## src/rtl/mem_port_arbiter.sv

```systemverilog
// mem_port_arbiter: shares one synchronous memory port between instruction fetch and data access.
// Each access runs grant (IDLE) -> MEM_LATENCY cycles of ACCESS -> one RESP cycle; one access is
// in flight at a time. Data requests beat fetch requests by default.
// Build option: define ARB_ROUND_ROBIN_EN to alternate between requesters on simultaneous requests.
module mem_port_arbiter #(
  parameter int unsigned AW          = 64,
  parameter int unsigned DW          = 64,
  parameter int unsigned MEM_LATENCY = 1
) (
  input  logic          Clk,
  input  logic          Reset,
  // Instruction fetch requester (read-only)
  input  logic          if_req,
  input  logic [AW-1:0] if_addr,
  output logic          if_gnt,
  output logic          if_rvalid,
  output logic [DW-1:0] if_rdata,
  // Data requester
  input  logic          d_req,
  input  logic          d_we,
  input  logic [AW-1:0] d_addr,
  input  logic [DW-1:0] d_wdata,
  output logic          d_gnt,
  output logic          d_rvalid,
  output logic [DW-1:0] d_rdata,
  // Memory side
  output logic [AW-1:0] mem_addr,
  output logic [DW-1:0] mem_wdata,
  output logic          mem_wr,
  input  logic [DW-1:0] mem_rdata,
  output logic          busy
);

  localparam int unsigned CntW = (MEM_LATENCY < 1) ? 1 : $clog2(MEM_LATENCY + 1);
  localparam logic [CntW-1:0] CntInit = CntW'(MEM_LATENCY - 1);

  typedef enum logic [1:0] {StIdle, StAccess, StResp} state_e;
  typedef enum logic {OwnIf, OwnData} owner_e;

  state_e          state_q, state_d;
  logic [CntW-1:0] cnt_q, cnt_d;
  logic [AW-1:0]   addr_q;
  logic [DW-1:0]   wdata_q;
  logic            we_q;
  owner_e          owner_q;
  logic [DW-1:0]   if_rdata_q;
  logic [DW-1:0]   d_rdata_q;

  logic            can_grant;
  logic            pick_data;
  logic            grant_any;
  logic            last_access;

`ifdef ARB_ROUND_ROBIN_EN
  owner_e last_owner_q;

  // Arbitration: on a conflict, favour whoever was not granted last.
  always_comb begin
    pick_data = d_req & (~if_req | (last_owner_q == OwnIf));
  end

  // Remember the most recent winner, lone requesters included.
  always_ff @(posedge Clk or posedge Reset) begin
    if (Reset) begin
      last_owner_q <= OwnIf;
    end else if (d_gnt) begin
      last_owner_q <= OwnData;
    end else if (if_gnt) begin
      last_owner_q <= OwnIf;
    end
  end
`else
  // Arbitration: data always beats fetch.
  always_comb begin
    pick_data = d_req;
  end
`endif

  // Grants are combinational in IDLE; gated by Reset so nothing is granted while it is held.
  always_comb begin
    can_grant = (state_q == StIdle) & ~Reset;
    d_gnt     = can_grant & pick_data;
    if_gnt    = can_grant & if_req & ~pick_data;
    grant_any = d_gnt | if_gnt;
  end

  // Next-state logic for the access sequencer.
  always_comb begin
    state_d = state_q;
    cnt_d   = cnt_q;
    unique case (state_q)
      StIdle: begin
        if (grant_any) begin
          state_d = StAccess;
          cnt_d   = CntInit;
        end
      end
      StAccess: begin
        if (cnt_q == '0) begin
          state_d = StResp;
        end else begin
          cnt_d = cnt_q - 1'b1;
        end
      end
      StResp: begin
        state_d = StIdle;
      end
      default: begin
        state_d = StIdle;
        cnt_d   = '0;
      end
    endcase
  end

  // Sequencer state and latency counter.
  always_ff @(posedge Clk or posedge Reset) begin
    if (Reset) begin
      state_q <= StIdle;
      cnt_q   <= '0;
    end else begin
      state_q <= state_d;
      cnt_q   <= cnt_d;
    end
  end

  // Latch the winning request on its grant edge; fetches never write.
  always_ff @(posedge Clk or posedge Reset) begin
    if (Reset) begin
      addr_q  <= '0;
      wdata_q <= '0;
      we_q    <= 1'b0;
      owner_q <= OwnIf;
    end else if (d_gnt) begin
      addr_q  <= d_addr;
      wdata_q <= d_wdata;
      we_q    <= d_we;
      owner_q <= OwnData;
    end else if (if_gnt) begin
      addr_q  <= if_addr;
      wdata_q <= '0;
      we_q    <= 1'b0;
      owner_q <= OwnIf;
    end
  end

  // Final ACCESS cycle: memory data is sampled here.
  always_comb begin
    last_access = (state_q == StAccess) && (cnt_q == '0);
  end

  // Capture read data into the owner's holding register; writes leave d_rdata alone.
  always_ff @(posedge Clk or posedge Reset) begin
    if (Reset) begin
      if_rdata_q <= '0;
      d_rdata_q  <= '0;
    end else if (last_access) begin
      if (owner_q == OwnIf) begin
        if_rdata_q <= mem_rdata;
      end else if (!we_q) begin
        d_rdata_q <= mem_rdata;
      end
    end
  end

  // Outputs decoded from registered state, so Reset clears them immediately.
  always_comb begin
    busy      = (state_q != StIdle);
    mem_addr  = addr_q;
    mem_wdata = wdata_q;
    // Write strobe only in the first ACCESS cycle so multi-cycle accesses write once.
    mem_wr    = (state_q == StAccess) && we_q && (cnt_q == CntInit);
    if_rvalid = (state_q == StResp) && (owner_q == OwnIf);
    d_rvalid  = (state_q == StResp) && (owner_q == OwnData);
    if_rdata  = if_rdata_q;
    d_rdata   = d_rdata_q;
  end

endmodule
```

## config.mk

```make
export PLATFORM = sky130hd
export DESIGN_NAME = mem_port_arbiter
export DESIGN_NICKNAME = d
export VERILOG_FILES = /design/src/rtl/mem_port_arbiter.sv
export SDC_FILE = /design/constraint.sdc
export NUM_CORES = 1
export LEC_CHECK = 0
export ABC_AREA = 1
export CORE_AREA = 3 3 205 207
export CTS_CLUSTER_SIZE = 40
export DETAILED_ROUTE_END_ITERATION = 8
export DIE_AREA = 0 0 208 210
export SYNTH_ARGS = -nofsm -noshare
export SYNTH_HDL_FRONTEND = slang
export SYNTH_SLANG_ARGS = --single-unit
```

## constraint.sdc

```tcl
create_clock -name Clk -period 35.1 [get_ports Clk]
set_clock_uncertainty 0.2 [all_clocks]
set_input_delay 5.265 -clock Clk [delete_from_list [all_inputs] [get_ports Clk]]
set_output_delay 5.265 -clock Clk [all_outputs]
set_load 0.01 [all_outputs]
```

==> results_dict.tcl <==
set metrics [dict create \
    start_kind "input port" \
    hold_violations 0 \
    final_area_mm2 0.0178 \
    synthCells 1339 \
    r2r_cells 7 \
    crit_path_end_kind "primary output" \
    ant_nets 0 \
    slew_violations 0 \
    multi_input_comb_area_mm2 0.00356 \
    drt-pass1-iter-count 5 \
    worstPathRequired_ns 29.63 \
    syn_area_mm2 0.0113 \
    drive_gt1_frac 0.0383 \
    syn_to_final_growth_pct 57.5 \
    cts_tree "done" \
    r2r_setup_slack_ns 31.07 \
    fin_ws_ns 21.42 \
    dieArea_mm2 0.0437 \
    crit_start "Reset" \
    hold_slack_ns 0.288 \
    crit_path_end "d_gnt" \
    h-tree-depth 1 \
    max_freq_ghz 0.0731 \
    first_iter_violations 525 \
    cts_sinks 260 \
    post_cts_resized 0 \
    tns_ns 0 \
    place_ws_ns 21.39 \
    layout.nets 2066 \
    numCtsBuffers 29 \
    wl_per_cell_um 16.8 \
    dp_cells 2306 \
    wl_mm 39.5 \
    fp.dieW_um 208 \
    grt_overflow_total 0 \
    die_h_um 210 \
    finalNonFillerCells 2359 \
    dp_hpwl_mm 27.8 \
    maxCapViolations 0 \
    port_buffers 522 \
    path_clk_slew_ns 0.06 \
    arrival_ns 8.22 \
    ir_worst_vdd_uv 37.1 \
    hold_buffers 0 \
    drc 0 \
    synthDistinctLibCells 18 \
    vias 10618 \
    p_leak_nw 8.74 \
    cp_num_buf_inv 6 \
    nFillCells 4068 \
    min_delay_path_depth 2 \
    row_count 74 \
    rr_startpoint "state_q[1]$_DFFE_PP0P_" \
    relSlewSlack 0.192 \
    report.final.setup_viol 0 \
    start_util 0.279 \
    grt_use_total 0.172 \
    path_delay_family "buffers and inverters" \
    placed_cell_area_mm2 0.0168 \
    regArea_mm2 0.00651 \
    yosysWarnings 0 \
    slowest_stage "clkdlybuf4s50_1" \
    crit_type "input port to primary output" \
    critical_path_peak_fanout 106 \
    cts_buffer_depth 3 \
    layout_common_cells "521 x clkdlybuf4s50_1, 385 x nand2_1, 260 x dfrtp_1" \
    grt_pass1_wl_mm 61.1 \
    synth_seq_cells 260 \
    syn_nets 1600 \
    utilization 0.439 \
    min_path_type "register to register" \
    clock_latency_ns 0.55 \
    core_area_mm2 0.0406 \
    worstReg2RegEnd "mem_addr[46]$_DFFE_PP0P_" \
    gp_congestion 0.806 \
    layout_commonest_cell "clkdlybuf4s50_1" \
    synth.avg_cell_area_um2 8.44 \
    antenna_found_initial 3 \
    clockRootBuffer "clkbuf_16" \
    p_total_mw 1.31 \
    vias_per_cell 4.50 \
    worst-path-stages 7 \
    cp_cell_sequence "clkdlybuf4s50_1, inv_8, nand3_4, buf_4, inv_2, buf_4, clkdlybuf4s50_1" \
    grt_pass1_vias 10668 \
    postCtsSetupBuffers 0 \
    grt_max_degree 148 \
    seq_area_frac_synth 0.576 \
    finalCritPeriodShare 0.390 \
    outcome "finished, final reports clean" \
    worst_pin_slew_ns 1.21 \
    period_minus_slack_ns 13.68 \
    rsz0062_at_grt "false" \
    cellPowerDensity_mw_per_mm2 73.7 \
    io-pin-count 523 \
    critPathMaxStageDelay_ns 0.66 \
]
## cell families after synthesis
kind of cell | count (synthesis) | synth area share
buffers and inverters | 297 | 0.113
AO/OA/AOI/OAI | 130 | 0.0576
AND/OR/NAND/NOR | 652 | 0.254
flip-flops | 260 | 0.576
## routing by layer
metal / part of all wire / up-vias / routed length, µm / track usage
li1: - / 5167 / - / -
met1: 0.42 / 4986 / 16500 / 0.219
met2: 0.46 / 400 / 18300 / 0.282
met3: 0.095 / 61 / 3740 / 0.0597
met4: 0.023 / 4 / 905 / 0.0467
met5: 0.00058 / - / 23 / 0
## worst min-delay path by stage
| stage | startpoint | end | slack [ns] |
|---|---|---|---|
| 6_report | if_rdata[39]$_DFFE_PP0P_ | if_rdata[39]$_DFFE_PP0P_ | 0.29 |
| 4_1_cts | d_rdata[40]$_DFFE_PP0P_ | d_rdata[40]$_DFFE_PP0P_ | 0.29 |
| 2_1_floorplan | we_q$_DFFE_PP0P_ | we_q$_DFFE_PP0P_ | 0.32 |
| 3_3_place_gp | d_rdata[27]$_DFFE_PP0P_ | d_rdata[27]$_DFFE_PP0P_ | 0.27 |
| 3_5_place_dp | d_rdata[40]$_DFFE_PP0P_ | d_rdata[40]$_DFFE_PP0P_ | 0.28 |
| 5_1_grt | d_rdata[28]$_DFFE_PP0P_ | d_rdata[28]$_DFFE_PP0P_ | 0.32 |
## cell usage after synthesis
cell	number	share of area
o21ai_1	128	0.057
nor3_1	3	0.0013
inv_1	198	0.066
buf_4	6	0.0040
nor2_4	1	0.0010
o21ai_0	2	0.00089
nor2_1	1	0.00033
nor2_2	1	0.00055
nand4_1	64	0.035
nand3_2	1	0.00089
inv_2	1	0.00033
dfrtp_1	260	0.58
buf_1	5	0.0017
nand3_1	194	0.086
buf_2	67	0.030
nand2_1	387	0.13
clkbuf_1	13	0.0043
buf_6	7	0.0070
## worst reg2reg max path, stage by stage, from the launching register on
cell,delay (ns)
dfrtp_1,0.44
nor2_4,0.35
buf_4,0.62
nand3_4,0.75
nand2_2,0.77
buf_4,0.50
nand3_1,0.23
nand2_1,0.10
## report_power, final
| group | internal, mW | total (mW) | switching, mW |
|---|---|---|---|
| Combinational | 0.281 | 0.518 | 0.237 |
| Sequential | 0.416 | 0.481 | 0.0647 |
| Clock | 0.188 | 0.313 | 0.125 |
| Total | 0.885 | 1.31 | 0.426 |
## layout make-up
cell class                 instances  share of cell area
inverter                         199              0.0424
tap                              532              0.0374
clock buffer                      39              0.0468
clock inverter                    13             0.00865
sequential                       260               0.366
antenna                            1            0.000141
multi-input combinational        782               0.200
timing repair buffer             533               0.299
## state kept, by name (all words and copies together) (netlist names)
register and cells:
state_q 2, if_rdata 64, owner_q 1, we_q 1, mem_addr 64, d_rdata 64, mem_wdata 64
Power figures use the tool's default switching activity.
==> patch 1: new RTL, config.mk and constraints unchanged <==
Re-encode `state_e` (3 states) as one-hot, 3 bits wide.
--- a/src/rtl/mem_port_arbiter.sv
+++ b/src/rtl/mem_port_arbiter.sv
@@ -36,3 +36,3 @@
 
-  typedef enum logic [1:0] {StIdle, StAccess, StResp} state_e;
+  typedef enum logic [2:0] {StIdle = 3'b001, StAccess = 3'b010, StResp = 3'b100} state_e;
   typedef enum logic {OwnIf, OwnData} owner_e;
Check against the original RTL: no difference found for any inputs over 4 cycles, from zero or initial values and one cycle with Reset high; so few cycles prove little.
==> patch 1 against the unedited design <==
Sequential share of layout area is 0.10 points lower. Power is 17% higher. Cell area is 0.68% higher. Synthesized area hardly changed. Clock power is 4% higher. Via count is 0.71% higher. Setup slack better by 0.20 ns. Wire length is 2.2% higher. Sequential cell count is 1 higher. Critical endpoint is now if_gnt. Largest cell class unchanged.
==> patch 1: results <==
group,metric,value,unit
logic_synthesis,synthesis.nets,1606,
logic_synthesis,netlist_top_cells_count,"388 x nand2_1, 260 x dfrtp_1, 198 x inv_1",
worst_hold_path,hold_class,"reg -> reg",
placement,dp_hpwl,28.1,mm
critical_path,rr_endpoint,"mem_addr[58]",
routing,wire_per_inst,17.1,um
critical_path,rr_startpoint,"state_q[2]",
critical_path,cpPeakStageDelay,0.86,ns
layout,nets,2073,
power,vdd.ir_drop.worst,0.0000616,V
global_routing,grt_pass1_vias,10600,
clock_tree,h-tree-depth,1,
worst_hold_path,worstHoldStart,"d_rdata[40]",
clock_tree,cts-root-buf,"clkbuf_16",
routing,via_per_inst,4.52,
worst_hold_path,holdPathStages,2,
status,status,"completed",
clock_tree,clk_path_buf_depth,3,
critical_path,crit_path_top_delay_cell,"nand4_4",
placement,dp.cells,2312,
logic_synthesis,yosys-top-cells-area,"dfrtp_1 58%, nand2_1 13%, nand3_1 8.6%",
logic_synthesis,async_reset_ff_frac,1.00,
placement,gp_congestion,0.812,
logic_synthesis,synth-main-ff-cell,"dfrtp_1",
global_routing,grt_usage,0.175,
critical_path,r2r_cells,7,
clock_tree,clk_latency,0.55,ns
layout,antennaDiodeCount,0,
logic_synthesis,yosysSeqAreaShare,0.578,
layout,drive_gt1_frac,0.0403,
logic_synthesis,ys_warn_count,0,
logic_synthesis,postSynthAreaPerCell,8.40,um^2
clock_tree,cts_inserted_buffers,30,
placement,pre_cts_slack,21.49,ns
critical_path,cp_max_fo,97,
logic_synthesis,synth_edf_count,0,
worst_hold_path,hold-path-endpoint,"d_rdata[40]",
timing,worst_slew_pin_slew,1.11,ns
global_routing,grt_max_degree,171,
clock_tree,clkSlewWorstSetupHoldPaths,0.05,ns
logic_synthesis,netlist_area,0.0113,mm^2
layout,layoutNonFillerInstCount,2366,
placement,io_buffers,522,
clock_tree,cts_resized,0,
clock_tree,cts_setup_buffers,0,
timing,hold_ws,0.281,ns
logic_synthesis,synth_cell_types,18,
critical_path,rrSetupSlack,31.80,ns
critical_path,critPathTopFamily,"buffers and inverters",
power,leakage,0.00884,uW
critical_path,cp_data_arrival_time,8.02,ns
routing,drtPass1Iterations,5,
routing,drt_iter0_drc,720,
global_routing,antenna_found_initial,1,
global_routing,grt_pass1_wl,61.8,mm
==> patch 1: cell type report <==
class | instances | area [um^2]
clock buffers | 43 | 890
clock inverters | 11 | 151
fillers | 4034 | 22600
inverters | 200 | 758
multi-input cells | 786 | 3600
flip-flops and latches | 261 | 6530
well taps | 532 | 666
repair buffers | 533 | 5320
==> patch 1: through the flow <==
step	util	total power [uW]	instance area [um^2]
finish	0.442	1530	17900
global route	0.442	1630	17900
CTS	0.442	1560	17900
detailed placement	0.416	1220	16900
global placement	0.416	1210	16900
floorplan	-	805	11300
==> patch 1: worst max-delay path by stage <==
stage / start / end / slack [ns] / cells past startpoint
6_report: Reset / if_gnt / 21.62 / 5
5_1_grt: Reset / if_gnt / 21.30 / 5
4_1_cts: Reset / if_gnt / 21.49 / 5
3_5_place_dp: Reset / if_gnt / 21.49 / 5
3_3_place_gp: Reset / if_gnt / 21.51 / 5
2_1_floorplan: Reset / d_rdata[0] / 19.04 / 2
==> patch 1: tightest hold or removal path, stage by stage, from the launching register on <==
cell     delay, ns
dfrtp_1       0.34
nand2_1       0.05
o21ai_0       0.06
==> patch 1: where the power goes <==
group          leakage, uW  internal [uW]  total, uW  switching [uW]
Clock             0.000512            198        326             128
Sequential         0.00319            449        533            84.0
Combinational      0.00514            351        676             325
==> patch 1: cells by family after synthesis <==
group / after synthesis / synth area share
AOI/OAI and AO/OA: 130 / 0.0576
DFF: 261 / 0.578
buffers and inverters: 298 / 0.107
and+or+nand+nor: 656 / 0.258
==> patch 1: layer usage <==
layer / track usage / part of all wire / vias up
met5: 0 / 0.00050 / -
met4: 0.0509 / 0.026 / 2
met3: 0.0341 / 0.061 / 56
met2: 0.312 / 0.51 / 361
met1: 0.218 / 0.40 / 5081
li1: - / - / 5193
==> patch 2: new RTL, config.mk and constraints unchanged <==
Without the edit above. Set the parameter `DW` to 32 (it was 64).
--- a/src/rtl/mem_port_arbiter.sv
+++ b/src/rtl/mem_port_arbiter.sv
@@ -6,3 +6,3 @@
   parameter int unsigned AW          = 64,
-  parameter int unsigned DW          = 64,
+  parameter int unsigned DW          = 32,
   parameter int unsigned MEM_LATENCY = 1
Interface: changed (5 resized); port bits go from 523 to 363. No check against the original RTL was run, so the function may have changed too.
==> patch 2 against the unedited design <==
Via count is 30% lower. Wire length is 29% lower. Sequential cell count is 96 lower. Combinational power is 37% lower. Die area stayed put. Setup slack worse by 0.27 ns. Cell count is 23% lower. Synthesized area is 33% lower. Cell area is 31% lower. Power is 37% lower. Critical path depth is 2 lower. Count of clock-buffer cells in the layout is 20 lower.
==> patch 2: results <==
group,metric,value,unit
clock_tree,h-tree-depth,4,
logic_synthesis,yosys-top-cells-area,"dfrtp_1 54%, nand2_1 13%, nand3_1 11%",
routing,drtPass1Iterations,5,
routing,drt_iter0_drc,518,
global_routing,grt_pass1_wl,43.7,mm
logic_synthesis,synthesis.nets,1156,
global_routing,antenna_found_initial,2,
clock_tree,clk_path_buf_depth,2,
timing,max_freq,71.7,MHz
critical_path,cpPeakStageDelay,0.98,ns
layout,nets,1474,
critical_path,cp_data_arrival_time,8.48,ns
clock_tree,clk_latency,0.43,ns
worst_hold_path,worstHoldStart,"d_rdata[14]",
critical_path,rr_endpoint,"mem_addr[8]",
power,leakage,0.00600,uW
timing,relSlewSlack,0.258,
routing,top_layer_used,"met4",
logic_synthesis,synth_cell_types,17,
power,vdd.ir_drop.worst,0.0000399,V
logic_synthesis,ys_warn_count,0,
logic_synthesis,yosysSeqAreaShare,0.539,
critical_path,rr_startpoint,"state_q[1]",
status,status,"completed",
routing,wire_per_inst,15.3,um
global_routing,grt_max_degree,100,
critical_path,cp_max_fo,91,
placement,pre_cts_slack,21.05,ns
layout,fillers,4368,
critical_path,rrSetupSlack,31.28,ns
routing,routed-wl-met3,1.73,mm
global_routing,grt_pass1_vias,7524,
logic_synthesis,netlist_top_cells_count,"259 x nand2_1, 166 x inv_1, 164 x dfrtp_1",
layout,largest_reg_flops,64,
layout,drive_gt1_frac,0.0364,
critical_path,crit_path_top_delay_cell,"clkinv_1",
routing,wl_met1,11.9,mm
routing,via_per_inst,4.08,
placement,gp_congestion,0.781,
-- patch 2: cell types whose count changed after synthesis, moves of 7 or more --
cell and change:
nand3_1 -34, clkbuf_1 +20, buf_6 -7, dfrtp_1 -96
o21ai_1 -126, nand2_1 -128, buf_2 -43, inv_1 -32
o21ai_0 +62
-- patch 2: where the power goes --
part           internal, uW  switching [uW]  leakage, uW
registers               260            41.0      0.00204
clock network           104            91.3     0.000296
logic                   175             150      0.00366
total                   539             282      0.00600
-- patch 2: metal layers --
layer | vias up | GRT usage
met1 | 3501 | 0.160
met5 | - | 0
met2 | 234 | 0.210
li1 | 3684 | -
met4 | 0 | 0.0384
met3 | 24 | 0.0353
-- patch 2: worst min-delay path by stage --
stage / slack [ns] / depth (start not counted) / endpoint
floorplan: 0.32 / 2 / d_rdata[0]
global placement: 0.27 / 2 / if_rdata[2]
detailed placement: 0.27 / 2 / d_rdata[14]
CTS: 0.29 / 2 / d_rdata[14]
global route: 0.31 / 2 / if_rdata[24]
finish: 0.29 / 2 / d_rdata[14]
-- patch 2: layout make-up --
type	instances	area (um^2)	share of cell area
diodes	3	7.51	0.000612
clock buffers	19	443	0.0361
clock inverters	13	160	0.0130
inverters	167	634	0.0517
multi-input cells	558	2590	0.211
flip-flops and latches	164	4100	0.334
well taps	532	666	0.0542
repair buffers	369	3670	0.299
-- patch 2: per-stage QoR --
step | instances | area [um^2]
2_1_floorplan | 959 | 7610
3_3_place_gp | 1790 | 11700
3_5_place_dp | 1790 | 11700
4_1_cts | 1822 | 12300
5_1_grt | 1825 | 12300
6_report | 1825 | 12300
-- patch 2: cells by family (layout without fill, tap and decap cells) --
logic type,count (synthesis),in the layout,share of synthesized area
flops,164,164,0.539
buf+inv,237,568,0.123
compound gates,66,66,0.0434
other cells,0,3,0
simple gates,492,492,0.294
